`config.mk`:
```
export PLATFORM = sky130hd
export DESIGN_NAME = ahb_remap_win_flat
export DESIGN_NICKNAME = d
export VERILOG_FILES = /design/src/rtl/ahb_remap_win_pkg.sv /design/src/rtl/ahb_remap_win_if.sv /design/src/rtl/ahb_remap_win_dec.sv /design/src/rtl/ahb_remap_win.sv /design/src/flat_wrapper.sv
export SDC_FILE = /design/constraint.sdc
export NUM_CORES = 1
export LEC_CHECK = 0
export ABC_AREA = 1
export ABC_CLOCK_PERIOD_IN_PS = 1000
export BUFFER_PORTS_ARGS = -buffer_cell sky130_fd_sc_hd__buf_2
export CORE_AREA = 5 5 85 87
export CTS_BUF_LIST = sky130_fd_sc_hd__clkbuf_8
export DETAILED_ROUTE_END_ITERATION = 10
export DIE_AREA = 0 0 90 92
export MAX_ROUTING_LAYER = met4
export PLACE_DENSITY = 0.71
export SYNTH_ARGS = -nofsm -noshare
export SYNTH_HDL_FRONTEND = slang
export SYNTH_SLANG_ARGS = --single-unit
```
`constraint.sdc`:
```
create_clock -name hclk -period 1 [get_ports hclk]
set_input_delay 0 -clock hclk [delete_from_list [all_inputs] [get_ports hclk]]
set_output_delay 0 -clock hclk [all_outputs]
set_load 0.01 [all_outputs]
```
`src/rtl/ahb_remap_win_pkg.sv`:
```
// ahb_remap_pkg: shared constants for the ahb_remap_win bridge.
// Holds the HTRANS codes, the data-phase state encoding and the window-field slicing helpers.
package ahb_remap_pkg;

  localparam logic [1:0] HTRANS_IDLE   = 2'b00;
  localparam logic [1:0] HTRANS_BUSY   = 2'b01;
  localparam logic [1:0] HTRANS_NONSEQ = 2'b10;
  localparam logic [1:0] HTRANS_SEQ    = 2'b11;

  typedef enum logic [1:0] {
    ST_IDLE = 2'b00,
    ST_FWD  = 2'b01,
    ST_ERR1 = 2'b10,
    ST_ERR2 = 2'b11
  } state_t;

  // Each window occupies one 32-bit slot of the flat BASE/MASK/XLAT vectors.
  localparam int WIN_W = 32;

  function automatic int win_lsb(input int idx);
    return idx * WIN_W;
  endfunction

endpackage

```
`src/rtl/ahb_remap_win_if.sv`:
```
// ahb_remap_win_if: AHB-Lite signal bundle used on both sides of the remap bridge.
// The bridge is a slave on the upstream instance and a master on the downstream one.
interface ahb_remap_win_if #(
  parameter int DW = 32
);
  logic [31:0]   haddr;
  logic [1:0]    hsize;
  logic [2:0]    hburst;
  logic [3:0]    hprot;
  logic [1:0]    htrans;
  logic          hwrite;
  logic          hmastlock;
  logic          hready;
  logic          hselx;
  logic [DW-1:0] hwdata;
  logic [DW-1:0] hrdata;
  logic          hresp;
  logic          hreadyout;

  modport slave (
    input  haddr, hsize, hburst, hprot, htrans, hwrite, hmastlock, hready, hselx, hwdata,
    output hrdata, hresp, hreadyout
  );

  modport master (
    output haddr, hsize, hburst, hprot, htrans, hwrite, hmastlock, hwdata,
    input  hrdata, hresp, hready
  );

endinterface

```
`src/rtl/ahb_remap_win_dec.sv`:
```
// ahb_remap_dec: combinational priority window decoder for the remap bridge.
// Lowest-index matching window supplies the translation; a miss passes the address through.
module ahb_remap_dec
  import ahb_remap_pkg::*;
#(
  parameter int                    NWIN     = 2,
  parameter logic [NWIN*WIN_W-1:0] WIN_BASE = {32'h0100_0000, 32'h0000_0000},
  parameter logic [NWIN*WIN_W-1:0] WIN_MASK = {32'hFF00_0000, 32'hFF00_0000},
  parameter logic [NWIN*WIN_W-1:0] WIN_XLAT = {32'h4000_0000, 32'h2000_0000}
) (
  input  logic [31:0] s_haddr,
  output logic        hit,
  output logic [31:0] m_haddr
);

  logic [31:0] base;
  logic [31:0] mask;
  logic [31:0] xlat;

  // Walk from the highest index down so the lowest matching window is applied last and wins.
  always_comb begin
    hit     = 1'b0;
    m_haddr = s_haddr;
    base    = '0;
    mask    = '0;
    xlat    = '0;
    for (int i = NWIN - 1; i >= 0; i--) begin
      base = WIN_BASE[win_lsb(i) +: WIN_W];
      mask = WIN_MASK[win_lsb(i) +: WIN_W];
      xlat = WIN_XLAT[win_lsb(i) +: WIN_W];
      if ((s_haddr & mask) == (base & mask)) begin
        hit     = 1'b1;
        m_haddr = (s_haddr & ~mask) | (xlat & mask);
      end
    end
  end

endmodule

```
`src/rtl/ahb_remap_win.sv`:
```
// ahb_remap_win: AHB-Lite address-remap bridge with NWIN priority match/mask/translate windows.
// Define AHB_REMAP_WIN_DECERR_EN to answer window misses with a local two-cycle ERROR instead of forwarding.
module ahb_remap_win
  import ahb_remap_pkg::*;
#(
  parameter int                    NWIN     = 2,
  parameter int                    DW       = 32,
  parameter logic [NWIN*WIN_W-1:0] WIN_BASE = {32'h0100_0000, 32'h0000_0000},
  parameter logic [NWIN*WIN_W-1:0] WIN_MASK = {32'hFF00_0000, 32'hFF00_0000},
  parameter logic [NWIN*WIN_W-1:0] WIN_XLAT = {32'h4000_0000, 32'h2000_0000}
) (
  input  logic            hclk,
  input  logic            hresetn,
  ahb_remap_win_if.slave  s_ahb,
  ahb_remap_win_if.master m_ahb
);

  // state   | meaning
  // ST_IDLE | no data phase outstanding
  // ST_FWD  | data phase owned by the downstream slave
  // ST_ERR1 | local ERROR, first cycle (hreadyout low)
  // ST_ERR2 | local ERROR, second cycle; next address phase sampled

  state_t        state_q;
  state_t        state_d;
  state_t        addr_next;
  logic          hit;
  logic          hit_eff;
  logic          addr_valid;
  logic          fwd_en;
  logic [31:0]   haddr_xlat;
  logic [DW-1:0] hrdata_fwd;

  ahb_remap_dec #(
    .NWIN     (NWIN),
    .WIN_BASE (WIN_BASE),
    .WIN_MASK (WIN_MASK),
    .WIN_XLAT (WIN_XLAT)
  ) u_dec (
    .s_haddr (s_ahb.haddr),
    .hit     (hit),
    .m_haddr (haddr_xlat)
  );

`ifdef AHB_REMAP_WIN_DECERR_EN
  assign hit_eff = hit;
`else
  // Without local error decode every selected transfer is forwarded, translated or not.
  logic unused_hit;
  assign unused_hit = hit;
  assign hit_eff    = 1'b1;
`endif

  assign addr_valid = s_ahb.hselx & s_ahb.hready & s_ahb.htrans[1];
  assign fwd_en     = s_ahb.hselx & s_ahb.hready & hit_eff;

  assign m_ahb.haddr     = haddr_xlat;
  assign m_ahb.htrans    = fwd_en ? s_ahb.htrans : HTRANS_IDLE;
  assign m_ahb.hsize     = s_ahb.hsize;
  assign m_ahb.hburst    = s_ahb.hburst;
  assign m_ahb.hprot     = s_ahb.hprot;
  assign m_ahb.hwrite    = s_ahb.hwrite;
  assign m_ahb.hmastlock = s_ahb.hmastlock;
  assign m_ahb.hwdata    = s_ahb.hwdata;
  assign hrdata_fwd      = m_ahb.hrdata;

  always_comb begin
    addr_next = ST_IDLE;
    if (addr_valid) begin
      addr_next = hit_eff ? ST_FWD : ST_ERR1;
    end
  end

  always_ff @(posedge hclk or negedge hresetn) begin
    if (!hresetn) begin
      state_q <= ST_IDLE;
    end else begin
      state_q <= state_d;
    end
  end

  always_comb begin
    state_d         = state_q;
    s_ahb.hreadyout = 1'b1;
    s_ahb.hresp     = 1'b0;
    s_ahb.hrdata    = '0;
    case (state_q)
      ST_IDLE: begin
        state_d = addr_next;
      end
      ST_FWD: begin
        s_ahb.hreadyout = m_ahb.hready;
        s_ahb.hresp     = m_ahb.hresp;
        s_ahb.hrdata    = hrdata_fwd;
        if (m_ahb.hready) begin
          state_d = addr_next;
        end
      end
      ST_ERR1: begin
        s_ahb.hreadyout = 1'b0;
        s_ahb.hresp     = 1'b1;
        state_d         = ST_ERR2;
      end
      ST_ERR2: begin
        s_ahb.hresp = 1'b1;
        state_d     = addr_next;
      end
      default: begin
        state_d = ST_IDLE;
      end
    endcase
  end

endmodule

```
`src/flat_wrapper.sv`:
```
// flat-port wrapper written by rule: the top's interface ports become plain ports
module ahb_remap_win_flat import ahb_remap_pkg::*;
#(
  parameter int                    NWIN     = 2,
  parameter int                    DW       = 32,
  parameter logic [NWIN*WIN_W-1:0] WIN_BASE = {32'h0100_0000, 32'h0000_0000},
  parameter logic [NWIN*WIN_W-1:0] WIN_MASK = {32'hFF00_0000, 32'hFF00_0000},
  parameter logic [NWIN*WIN_W-1:0] WIN_XLAT = {32'h4000_0000, 32'h2000_0000}
)
  (hclk, hresetn, s_ahb_haddr, s_ahb_hsize, s_ahb_hburst, s_ahb_hprot, s_ahb_htrans, s_ahb_hwrite, s_ahb_hmastlock, s_ahb_hready, s_ahb_hselx, s_ahb_hwdata, s_ahb_hrdata, s_ahb_hresp, s_ahb_hreadyout, m_ahb_haddr, m_ahb_hsize, m_ahb_hburst, m_ahb_hprot, m_ahb_htrans, m_ahb_hwrite, m_ahb_hmastlock, m_ahb_hwdata, m_ahb_hrdata, m_ahb_hresp, m_ahb_hready);
  ahb_remap_win_if #(.DW(DW)) s_ahb_i ();
  ahb_remap_win_if #(.DW(DW)) m_ahb_i ();
  input  logic hclk;
  input  logic hresetn;
  input wire logic [$bits(s_ahb_i.haddr)-1:0] s_ahb_haddr;
  input wire logic [$bits(s_ahb_i.hsize)-1:0] s_ahb_hsize;
  input wire logic [$bits(s_ahb_i.hburst)-1:0] s_ahb_hburst;
  input wire logic [$bits(s_ahb_i.hprot)-1:0] s_ahb_hprot;
  input wire logic [$bits(s_ahb_i.htrans)-1:0] s_ahb_htrans;
  input wire logic [$bits(s_ahb_i.hwrite)-1:0] s_ahb_hwrite;
  input wire logic [$bits(s_ahb_i.hmastlock)-1:0] s_ahb_hmastlock;
  input wire logic [$bits(s_ahb_i.hready)-1:0] s_ahb_hready;
  input wire logic [$bits(s_ahb_i.hselx)-1:0] s_ahb_hselx;
  input wire logic [$bits(s_ahb_i.hwdata)-1:0] s_ahb_hwdata;
  output wire logic [$bits(s_ahb_i.hrdata)-1:0] s_ahb_hrdata;
  output wire logic [$bits(s_ahb_i.hresp)-1:0] s_ahb_hresp;
  output wire logic [$bits(s_ahb_i.hreadyout)-1:0] s_ahb_hreadyout;
  output wire logic [$bits(m_ahb_i.haddr)-1:0] m_ahb_haddr;
  output wire logic [$bits(m_ahb_i.hsize)-1:0] m_ahb_hsize;
  output wire logic [$bits(m_ahb_i.hburst)-1:0] m_ahb_hburst;
  output wire logic [$bits(m_ahb_i.hprot)-1:0] m_ahb_hprot;
  output wire logic [$bits(m_ahb_i.htrans)-1:0] m_ahb_htrans;
  output wire logic [$bits(m_ahb_i.hwrite)-1:0] m_ahb_hwrite;
  output wire logic [$bits(m_ahb_i.hmastlock)-1:0] m_ahb_hmastlock;
  output wire logic [$bits(m_ahb_i.hwdata)-1:0] m_ahb_hwdata;
  input wire logic [$bits(m_ahb_i.hrdata)-1:0] m_ahb_hrdata;
  input wire logic [$bits(m_ahb_i.hresp)-1:0] m_ahb_hresp;
  input wire logic [$bits(m_ahb_i.hready)-1:0] m_ahb_hready;
  assign s_ahb_i.haddr = s_ahb_haddr;
  assign s_ahb_i.hsize = s_ahb_hsize;
  assign s_ahb_i.hburst = s_ahb_hburst;
  assign s_ahb_i.hprot = s_ahb_hprot;
  assign s_ahb_i.htrans = s_ahb_htrans;
  assign s_ahb_i.hwrite = s_ahb_hwrite;
  assign s_ahb_i.hmastlock = s_ahb_hmastlock;
  assign s_ahb_i.hready = s_ahb_hready;
  assign s_ahb_i.hselx = s_ahb_hselx;
  assign s_ahb_i.hwdata = s_ahb_hwdata;
  assign s_ahb_hrdata = s_ahb_i.hrdata;
  assign s_ahb_hresp = s_ahb_i.hresp;
  assign s_ahb_hreadyout = s_ahb_i.hreadyout;
  assign m_ahb_haddr = m_ahb_i.haddr;
  assign m_ahb_hsize = m_ahb_i.hsize;
  assign m_ahb_hburst = m_ahb_i.hburst;
  assign m_ahb_hprot = m_ahb_i.hprot;
  assign m_ahb_htrans = m_ahb_i.htrans;
  assign m_ahb_hwrite = m_ahb_i.hwrite;
  assign m_ahb_hmastlock = m_ahb_i.hmastlock;
  assign m_ahb_hwdata = m_ahb_i.hwdata;
  assign m_ahb_i.hrdata = m_ahb_hrdata;
  assign m_ahb_i.hresp = m_ahb_hresp;
  assign m_ahb_i.hready = m_ahb_hready;
  ahb_remap_win #(.NWIN(NWIN), .DW(DW), .WIN_BASE(WIN_BASE), .WIN_MASK(WIN_MASK), .WIN_XLAT(WIN_XLAT)) u_core (.hclk(hclk), .hresetn(hresetn), .s_ahb(s_ahb_i), .m_ahb(m_ahb_i));
endmodule
```
Word-level counts from Yosys, hierarchy flattened
Cells that the tools add are included.
{"block": "totals", "register_bits": 2, "input_bits": 115, "romBits": 0, "word_cells": 21, "mem_bits_rw": 0, "mem_count": 0, "latchBits": 0}
{"block": "op_classes", "div": 0, "n_eq_ne": 5, "bitwise_logic": 2, "n_reduce_logical": 4, "addsub": 0, "order_cmp": 0, "n_shift": 0, "n_mul": 0, "n_mux": 9}
{"op": "32-bit two-way mux", "count": 3}
{"op": "32-bit zero test", "count": 1}
{"op": "8-bit by 1-bit == test with 1-bit output (second input constant)", "count": 1}
{"op": "2-bit case mux with 3 select lines", "count": 1}
{"op": "2-bit == test (second input constant)", "count": 2}
{"op": "2-bit two-way mux", "count": 2}
{"op": "1-bit case mux with 2 select lines", "count": 2}
{"op": "2-bit OR reduction", "count": 2}
{"op": "1-bit bitwise AND", "count": 2}
{"op": "2-bit by 1-bit == test with 1-bit output (second input constant)", "count": 1}
{"op": "2-bit zero test", "count": 1}
{"op": "2-bit != test (second input constant)", "count": 1}
{"op": "1-bit two-way mux", "count": 1}

Longest topological paths before layout
Gate-level depths: netlist (run 1).
{"block": "logic_depth", "ltp_word": 5, "depth_mapped": 5, "mapped_depth_nobuf": 5}

Modules after synthesis
A second synthesis (run 1) with hierarchy kept.
{"block": "hier_totals", "hier_cells": 181, "area_unflattened_um2": 1079.8}
{"mod": "ahb_remap_win", "cells_per_inst": 127, "n_inst": 1, "seq_area_each_um2": 50.0, "area_per_inst_um2": 787.0}
{"mod": "ahb_remap_dec", "cells_per_inst": 54, "n_inst": 1, "seq_area_each_um2": 0.0, "area_per_inst_um2": 292.8}

Least setup slack after synthesis (run 1)
Ideal clock, no wire load.
{"block": "synth_path", "kind": "flip-flop to flip-flop", "from": "register u_core.state_q[1]", "to": "register u_core.state_q[0]", "t_arrival_ns": 0.814, "stages_incl_launch_ff": 5, "n_path_buf": 0, "required_time_ns": 0.866, "period_less_slack_ns": 0.949, "setup_time_ns": 0.134, "slack_ns": 0.051, "path_cell_list": "dfrtp_1 > inv_1 > nor2_1 > a21oi_1 > nand2_1"}
{"block": "synth_via", "elab_chain_cells": 3, "elab_cells_between_ends": 7, "cone_classes": "4 x eq/ne; 1 x mux; 2 x reduce/logical"}
{"item": "start, declared", "line_no": "ahb_remap_win.sv:24", "text": "state_t state_q;"}
{"item": "start signal, assigned", "line_no": "ahb_remap_win.sv:78", "text": "state_q <= state_d;"}
{"item": "2-bit == test / 2-bit zero test (equally long branches)", "line_no": "ahb_remap_win.sv:87", "text": "case (state_q)"}
{"item": "2-bit OR reduction (no line)"}
{"item": "2-bit case mux with 3 select lines", "line_no": "ahb_remap_win.sv:87"}
Several ways; a longest one is shown, not always the timed one.
A chain may end at the register's enable or synchronous reset.

Worst setup path in the final report (run 1)
{"block": "layout_path", "from": "register u_core.state_q[1]", "to": "output port s_ahb_hrdata[3]"}
{"block": "layout_via", "elab_chain_cells": 2}
{"item": "2-bit by 1-bit == test with 1-bit output", "line_no": "ahb_remap_win.sv:87"}
{"item": "32-bit two-way mux", "line_no": "ahb_remap_win.sv:87"}
{"item": "end, declared", "line_no": "flat_wrapper.sv:25", "text": "output wire logic [$bits(s_ahb_i.hrdata)-1:0] s_ahb_hrdata;"}
Every way passes these cells.

==> results.json, run 1 <==
{
  "status": "finished with violations",
  "violations": "negative setup slack",
  "drv_cap": 0,
  "synth_cell_types": 15,
  "drive_above_1_share_pct": 71.6,
  "irDropWorstVdd_v": 0.000297,
  "cpMaxStageDelayCell": "dfrtp_1",
  "power.density_nw_per_um2": 681,
  "largest_reg_flops": 2,
  "synth_area_per_cell_um2": 6.51,
  "ant_nets": 0,
  "muxShareOfSynthArea_pct": 0,
  "core_um2": 6280,
  "die-area_um2": 8280,
  "synth_seq_cells": 2,
  "synth_compound_area_share_pct": 1.84,
  "rsz0062_at_grt": "true",
  "cts_root_buf": "clkbuf_8",
  "min_period_over_period_pct": 118,
  "gr-usage-all-layers_pct": 7.23,
  "syn-num-nets": 282,
  "cpPeakStageDelay_ns": 0.40,
  "drv_slew": 0,
  "clock_latency_ns": 0.21,
  "grt_pass1_vias": 966,
  "crit_type": "flip-flop to primary output",
  "nets": 311,
  "worstPathMaxFanout": 16,
  "htreeDepth": 1,
  "via_count": 967,
  "gr-total-overflow": 0,
  "seq_area_um2": 50.0,
  "regMostFlops": "u_core.state_q",
  "setup_ws_ns": -0.178,
  "cts.clk_slew.worst_paths_ns": 0.03,
  "antenna_found_initial": 0,
  "ctsLongestPathBuffers": 2,
  "slew_headroom_pct": 90.8,
  "clock_sinks": 2,
  "fmax_ghz": 0.849,
  "synth_warnings": 0,
  "cts_made_buffers": 3,
  "antenna_cells": 0,
  "dieHeight_um": 92,
  "initial_utilization_pct": 17.3,
  "setup_violations": 34,
  "dp_worst_setup_slack_ns": -0.0888,
  "holdWs_ns": 0.00000392,
  "io_buffer_count": 91,
  "reg_top3": "u_core.state_q: 2 flops",
  "ys_seq_area_share_pct": 4.60,
  "syn_area_um2": 1090,
  "hold_class": "input pin to primary output",
  "synth_top_family_by_area": "buffers and inverters",
  "die_x_um": 90,
  "final_util_pct": 21.3,
  "firstDrtPassIters": 2,
  "finalHoldViolCount": 0,
  "worstSetupEndpointType": "primary output",
  "critical_path_buf_inv_count": 3,
  "grt_pass1_wl_um": 4780,
  "cp.required_ns": 1.00,
  "areaGrowthSynthToFinish_pct": 22.8,
  "multi_input_area_um2": 367,
  "cts_tree": "yes",
  "wl_um": 3240,
  "rows": 29,
  "arrival_ns": 1.18,
  "via_per_inst": 3.57,
  "yosys.area_share.adder_pct": 0,
  "syn_inst": 167,
  "path_cells": "nor2_4 > buf_12 > inv_12 > nor2_2 > buf_2",
  "yosys.area_share.simple_pct": 26.7,
  "power_leakage_nw": 0.822,
  "cp-start-kind": "flip-flop",
  "pin_count": 226,
  "fin_crit_ns": 1.18,
  "place_congestion": 0.740,
  "synth_xor_area_share_pct": 0,
  "cp_top_family": "flip-flops",
  "skew_ns": 0.00135,
  "fill_cells": 710,
  "drc_errors": 0,
  "grt_max_degree": 17,
  "worst_pin_slew_ns": 0.138,
  "drt_iter0_drc": 16,
  "dp_hpwl_um": 2610,
  "wl_per_cell_um": 12.0
}
[cell usage after synthesis, drive strengths merged]
| cell type | instances | area share [%] |
|---|---|---|
| buf | 70 | 52 |
| nor2 | 41 | 24 |
| inv | 38 | 13 |
| nand2 | 6 | 2.1 |
| clkbuf | 5 | 1.7 |
| dfrtp | 2 | 4.6 |
| o21bai | 2 | 1.4 |
| a21oi | 1 | 0.46 |
| and3 | 1 | 0.58 |
| nand3 | 1 | 0.46 |
[placed cells by master (no fill, tap or decap), types with 2 or more instances in the layout]
| cell | instances |
|---|---|
| o21bai_1 | 2 |
| inv_12 | 2 |
| nor2_2 | 20 |
| nor2_1 | 7 |
| buf_4 | 3 |
| buf_6 | 14 |
| buf_2 | 78 |
| nor2_4 | 14 |
| inv_1 | 35 |
| nand2_1 | 6 |
| inv_2 | 2 |
| dfrtp_1 | 2 |
| clkbuf_8 | 3 |
[repair_timing]
item                                    4_1_cts  5_1_grt
gates resized for setup                      27        8
hold buffers                                  1        0
setup buffers                                 2        2
cloned                                        2        0
pin swaps                                     1        1
endpoints found under the setup margin       33       33
endpoints found under the hold margin         2        0
[layout make-up]
type	instances	area share (%)
timing repair buffer	97	45.0
multi-input combinational	52	27.5
inverter	38	11.6
tap	77	7.22
sequential	2	3.75
clock buffer	3	3.09
timing repair inverter	2	1.87
[through the flow]
step           TNS, ns  cell area, µm²  instances  total power [W]
3_5_place_dp     -2.07            1060        261         0.000488
4_1_cts          -4.76            1290        269         0.000912
5_1_grt          -7.11            1340        271         0.000984
6_report         -5.24            1340        271         0.000910
2_1_floorplan        0            1090        167         0.000610
3_3_place_gp     -1.33            1060        261         0.000481
[path summary, 6_finish.rpt]
kind / slack, ns / cells past startpoint / end / from
hold reg to reg: 0.55 / 2 / u_core.state_q[1] / u_core.state_q[0]
setup / recovery: -0.18 / 5 / s_ahb_hrdata[3] / u_core.state_q[1]
max in group asynchronous: 0.79 / 2 / u_core.state_q[1] / hresetn
setup reg to reg: -0.03 / 6 / u_core.state_q[0] / u_core.state_q[0]
min in group asynchronous: 0.11 / 2 / u_core.state_q[0] / hresetn
hold / removal: 0.000004 / 0 / m_ahb_hburst[0] / s_ahb_hburst[0]
[where the power goes]
part	internal, W	total, W	switching, W
clock network	0.000254	0.000307	0.0000531
logic	0.000244	0.000516	0.000272
registers	0.0000848	0.0000868	0.00000203
total	0.000582	0.000910	0.000327
[metal layers]
metal	vias to the layer above	track usage (%)	wire, µm
li1	449	-	-
met1	390	4.89	788
met2	102	12.6	1620
met3	26	5.48	637
met4	0	4.84	193
met5	-	-	0
[worst reg2reg max path: stages (launching register included)]
cell and delay [ns]:
dfrtp_1 0.37, inv_2 0.07, nor2_4 0.04, buf_6 0.13, a21oi_2 0.13, buf_4 0.12
nand2_1 0.04
[cells by family after synthesis]
family          count (synthesis)
compound gates                  3
buf+inv                       113
flops                           2
simple gates                   49
Note: power is estimated with default switching activity, not from simulation.
==> run 2: changes to the inputs <==
--- a/config.mk
+++ b/config.mk
@@ -6,7 +6,7 @@
 export NUM_CORES = 1
 export LEC_CHECK = 0
 export ABC_AREA = 1
-export ABC_CLOCK_PERIOD_IN_PS = 1000
+export ABC_CLOCK_PERIOD_IN_PS = 1100
 export BUFFER_PORTS_ARGS = -buffer_cell sky130_fd_sc_hd__buf_2
 export CORE_AREA = 5 5 85 87
 export CTS_BUF_LIST = sky130_fd_sc_hd__clkbuf_8
@@ -14,6 +14,7 @@
 export DIE_AREA = 0 0 90 92
 export MAX_ROUTING_LAYER = met4
 export PLACE_DENSITY = 0.71
+export SLEW_MARGIN = 10
 export SYNTH_ARGS = -nofsm -noshare
 export SYNTH_HDL_FRONTEND = slang
 export SYNTH_SLANG_ARGS = --single-unit
==> constraint.sdc (replaced) <==
create_clock -name hclk -period 1.1 [get_ports hclk]
set_input_delay 0 -clock hclk [delete_from_list [all_inputs] [get_ports hclk]]
set_output_delay 0 -clock hclk [all_outputs]
set_load 0.01 [all_outputs]
==> run 2 against run 1 <==
  * The run still ends with negative setup slack left
  * Global-route usage barely moved
  * Routed wire length fell by 0.28%
  * Power fell by 14%
  * Sequential power fell by 8.8%
  * Flip-flop and latch count did not move
  * Non-clock buffer count fell by 3
  * Largest power group unchanged
==> results.json, run 2 (synthesized netlist as in run 1, its figures left out) <==
{
  "status": "finished with violations",
  "violations": "negative setup slack",
  "via_per_inst": 3.62,
  "min_period_over_period_pct": 107,
  "io_buffer_count": 91,
  "place_inst": 260,
  "fin_crit_ns": 1.17,
  "cts.clk_slew.worst_paths_ns": 0.03,
  "die_x_um": 90,
  "rsz0062_at_grt": "true",
  "drc_errors": 0,
  "worst_pin_slew_ns": 0.169,
  "holdWs_ns": 0.00000392,
  "grt_pass1_wl_um": 4790,
  "seq_area_um2": 50.0,
  "drv_slew": 0,
  "irDropWorstVdd_v": 0.000251,
  "final_common_cell": "buf_2",
  "core_um2": 6280,
  "place_congestion": 0.741,
  "drt_iter0_drc": 12,
  "ant_nets": 0,
  "cts_tree": "yes",
  "reg_top3": "u_core.state_q: 2 flops",
  "nets": 308,
  "rows": 29,
  "largest_reg_flops": 2,
  "firstDrtPassIters": 4,
  "drv_cap": 0,
  "hold_class": "input pin to primary output",
  "clock_sinks": 2,
  "multi_input_area_um2": 319,
  "worstSetupEndpointType": "primary output",
  "ctsLongestPathBuffers": 2,
  "gr-usage-all-layers_pct": 7.21,
  "areaGrowthSynthToFinish_pct": 9.32,
  "wl_per_cell_um": 12.1,
  "finalHoldViolCount": 0,
  "skew_ns": 0.00567,
  "fill_cells": 706,
  "drive_above_1_share_pct": 70.2,
  "slew_headroom_pct": 88.7,
  "regMostFlops": "u_core.state_q",
  "power_leakage_nw": 0.787,
  "via_count": 971,
  "fmax_ghz": 0.853,
  "crit_type": "flip-flop to primary output",
  "arrival_ns": 1.17,
  "pin_count": 226,
  "grt_pass1_vias": 933,
  "worstRegToRegCells": 5,
  "clock_latency_ns": 0.21,
  "antenna_found_initial": 0,
  "die-area_um2": 8280,
  "antenna_cells": 0,
  "layout_common_cells": "buf_2 (88), inv_1 (36), nor2_2 (28)",
  "final_cells": 268,
  "gr-total-overflow": 0,
  "cp.required_ns": 1.10,
  "worstPathMaxFanout": 16,
  "htreeDepth": 1,
  "grt_max_degree": 17,
  "cts_made_buffers": 3,
  "dieHeight_um": 92,
  "wl_um": 3230,
  "power.density_nw_per_um2": 658,
  "setup_violations": 33,
  "whs_path_depth": 0,
  "initial_utilization_pct": 17.3,
  "dp_hpwl_um": 2610,
  "setup_ws_ns": -0.0724,
  "cp-start-kind": "flip-flop",
  "cts_root_buf": "clkbuf_8"
}
==> run 2: cell types whose count changed in the layout (fill, tap and decap cells not counted), sizes merged <==
cell | before | now
buf | 96 | 93
==> run 2: report_power, final <==
part | switching [W] | internal [W]
Sequential | 0.00000214 | 0.0000770
Clock | 0.0000618 | 0.000232
Combinational | 0.000224 | 0.000186
Total | 0.000287 | 0.000495
==> run 2: cell type report <==
class,instances,area share [%]
multi-input combinational,52,26.8
timing repair buffer,94,43.1
sequential,2,4.21
timing repair inverter,2,1.68
clock buffer,3,3.47
tap,77,8.11
inverter,38,12.6
==> run 2: final timing paths <==
check,start,slack (ns),to
max,u_core.state_q[0],-0.07,s_ahb_hrdata[1]
min,s_ahb_hburst[0],0.000004,m_ahb_hburst[0]
max reg2reg,u_core.state_q[0],0.14,u_core.state_q[0]
min reg2reg,u_core.state_q[0],0.57,u_core.state_q[1]
max in group asynchronous,hresetn,0.87,u_core.state_q[0]
min in group asynchronous,hresetn,0.13,u_core.state_q[1]
==> run 2: per-stage QoR <==
stage	total power (W)	utilization (%)	worst slack [ns]	instance area, µm²	TNS, ns
after global placement	0.000434	16.8	0.0137	1060	0
after floorplan	0.000555	-	0.151	1090	0
final	0.000782	18.9	-0.0724	1190	-1.81
after detailed placement	0.000440	16.8	-0.0263	1060	-0.0373
after CTS	0.000794	18.8	-0.0617	1180	-1.67
after global routing	0.000846	18.9	-0.137	1190	-3.78
==> run 2: critical path: stages (launching register included) <==
cell and delay (ns):
dfrtp_1 0.35, inv_2 0.05, nor2_4 0.12, buf_12 0.15, inv_8 0.08, nor2_2 0.08
buf_2 0.13
==> run 2: routing by layer <==
metal | global-route usage, % | share of wire [%] | vias up
met5 | - | 0 | -
li1 | - | - | 444
met3 | 5.07 | 19 | 26
met4 | 4.84 | 6.0 | 0
met2 | 12.1 | 48 | 104
met1 | 5.47 | 27 | 397
==> run 2: repair_timing <==
item / 4_1_cts / 5_1_grt
endpoints found under the hold margin: 2 / 0
cloned: 2 / 0
gates resized for setup: 9 / 2
pin swaps: 1 / 0
hold buffers: 1 / 0
setup endpoints to repair: 32 / 33
setup buffers: 2 / 0
==> run 3: changes to the inputs <==
--- a/config.mk
+++ b/config.mk
@@ -6,7 +6,7 @@
 export NUM_CORES = 1
 export LEC_CHECK = 0
 export ABC_AREA = 1
-export ABC_CLOCK_PERIOD_IN_PS = 1100
+export ABC_CLOCK_PERIOD_IN_PS = 1410
 export BUFFER_PORTS_ARGS = -buffer_cell sky130_fd_sc_hd__buf_2
 export CORE_AREA = 5 5 85 87
 export CTS_BUF_LIST = sky130_fd_sc_hd__clkbuf_8
@@ -14,6 +14,7 @@
 export DIE_AREA = 0 0 90 92
 export MAX_ROUTING_LAYER = met4
 export PLACE_DENSITY = 0.71
+export SKIP_CTS_REPAIR_TIMING = 1
 export SLEW_MARGIN = 10
 export SYNTH_ARGS = -nofsm -noshare
 export SYNTH_HDL_FRONTEND = slang
==> constraint.sdc (replaced) <==
create_clock -name hclk -period 1.41 [get_ports hclk]
set_input_delay 0 -clock hclk [delete_from_list [all_inputs] [get_ports hclk]]
set_output_delay 0 -clock hclk [all_outputs]
set_load 0.01 [all_outputs]
==> run 3 against run 2 <==
  * The run now ends clean
  * Critical path depth decreased by 1
  * Register-to-register slack better by 0.39 ns
  * Power is 29% lower
  * Combinational power down 32%
  * Final cell count fell by 1.5%
  * Clock skew fell by 0.0018 ns
  * Non-clock buffer count down 2
  * Die area is the same
  * Clock-buffer cell count unchanged
  * Critical path type unchanged
  * Largest cell class unchanged
  * Highest routed layer unchanged
==> results.json, run 3 (synthesized netlist as in run 1, its figures left out) <==
{
  "setup_ws_ns": 0.199,
  "cts.clk_slew.worst_paths_ns": 0.02,
  "slew_headroom_pct": 75.7,
  "combPwrFrac_pct": 49.5,
  "drt_iter0_drc": 2,
  "power_switching_w": 0.000196,
  "pin_count": 226,
  "total_power_w": 0.000559,
  "regMostFlops": "u_core.state_q",
  "worstPathMaxFanout": 32,
  "fill_cells": 717,
  "whs_path_depth": 0,
  "clock_sinks": 2,
  "die_x_um": 90,
  "finalHoldViolCount": 0,
  "wl_per_cell_um": 10.8,
  "largest_reg_flops": 2,
  "worst_pin_slew_ns": 0.364,
  "p_int_w": 0.000363,
  "irDropWorstVdd_v": 0.000296,
  "crit_type": "flip-flop to primary output",
  "fmax_ghz": 0.826,
  "wl_um": 2840,
  "power_leakage_nw": 0.762,
  "nets": 304,
  "grt_pass1_vias": 839,
  "antenna_found_initial": 0,
  "cp.required_ns": 1.41,
  "cp-start-kind": "flip-flop",
  "r2r-start": "u_core.state_q[1]",
  "final.setup.tns_ns": 0,
  "power.density_nw_per_um2": 503,
  "r2r_slack_ns": 0.53,
  "final_common_cell": "buf_2",
  "worstSetupEndpointType": "primary output",
  "htreeDepth": 1,
  "clock_latency_ns": 0.21,
  "ant_nets": 0,
  "drc_errors": 0,
  "final_util_pct": 17.7,
  "die-area_um2": 8280,
  "rows": 29,
  "swShare_pct": 35.0,
  "gr-total-overflow": 0,
  "drv_cap": 0,
  "holdWs_ns": 0.00000392,
  "status": "finished clean",
  "arrival_ns": 1.21,
  "p_clk_share_pct": 39.4,
  "dp_hpwl_um": 2580,
  "worstRegToRegCells": 4,
  "initial_utilization_pct": 17.3,
  "setup_violations": 0,
  "grt_pass1_wl_um": 4090,
  "areaGrowthSynthToFinish_pct": 2.19,
  "endpoint": "s_ahb_hrdata[22]",
  "ctsLongestPathBuffers": 2,
  "dieHeight_um": 92,
  "cts_root_buf": "clkbuf_8",
  "cts_tree": "yes",
  "core_um2": 6280,
  "io_buffer_count": 91,
  "min_period_over_period_pct": 85.9,
  "fin_crit_ns": 1.21,
  "gr-usage-all-layers_pct": 6.14,
  "firstDrtPassIters": 2,
  "dp_worst_setup_slack_ns": 0.297,
  "rsz0062_at_grt": "false",
  "cp-startpoint": "u_core.state_q[0]",
  "cts_made_buffers": 3,
  "via_count": 905,
  "place_congestion": 0.738,
  "layout_common_cells": "buf_2 (91), inv_1 (36), nor2_2 (26)",
  "drive_above_1_share_pct": 67.9,
  "reg_top3": "u_core.state_q: 2 flops",
  "antenna_cells": 0,
  "via_per_inst": 3.43,
  "skew_ns": 0.00390,
  "hold_class": "input pin to primary output",
  "regToRegEndpoint": "u_core.state_q[0]",
  "grt_max_degree": 33,
  "seqPwrFrac_pct": 11.1,
  "drv_slew": 0
}
==> run 3: changes by cell type in the layout (fill, tap and decap cells not counted) <==
cell	before	now
nor2_1	8	10
a21oi_2	1	0
buf_2	88	91
nor2_2	28	26
buf_6	3	0
inv_8	2	0
buf_4	1	0
buf_12	1	0
a21oi_1	0	1
==> run 3: critical path, cell delays in order, from the launching register on <==
cell and delay, ns:
dfrtp_1 0.39, inv_2 0.08, nor2_4 0.04, inv_6 0.27, nor2_2 0.06, buf_2 0.15
==> run 3: power by group through the flow <==
stage          Sequential, W  Combinational (W)  Clock [W]
2_1_floorplan      0.0000624           0.000370          0
3_3_place_gp       0.0000625           0.000275          0
3_5_place_dp       0.0000626           0.000279          0
4_1_cts            0.0000621           0.000280   0.000231
5_1_grt            0.0000625           0.000308   0.000239
6_report           0.0000620           0.000277   0.000220
==> run 3: worst min-delay path by stage <==
stage / endpoint / from
floorplan: u_core.state_q[0] / hresetn
global placement: u_core.state_q[1] / hresetn
detailed placement: u_core.state_q[1] / hresetn
CTS: u_core.state_q[1] / hresetn
global route: m_ahb_hwdata[6] / s_ahb_hwdata[6]
finish: m_ahb_hwdata[6] / s_ahb_hwdata[6]
==> run 3: per-stage QoR <==
step,area (µm²),cells
6_report,1110,264
2_1_floorplan,1090,167
4_1_cts,1100,263
3_3_place_gp,1060,260
3_5_place_dp,1060,260
5_1_grt,1110,264
==> run 3: area by class of cell <==
| type | instances | area (µm²) | area share, % |
|---|---|---|---|
| inverter | 38 | 148 | 13.3 |
| multi-input combinational | 52 | 310 | 27.9 |
| timing repair buffer | 92 | 465 | 41.9 |
| clock buffer | 3 | 41.3 | 3.72 |
| sequential | 2 | 50.0 | 4.50 |
| tap | 77 | 96.3 | 8.67 |
==> run 3: layer usage <==
metal  global-route usage (%)  part of all wire, %  vias up  routed length, µm
met5                        -                    0        -                  0
met4                     4.09                  6.8        0                193
met3                     6.22                   24       26                696
met2                     9.70                   45      104               1270
met1                     4.05                   24      340                685
li1                         -                    -      435                  -
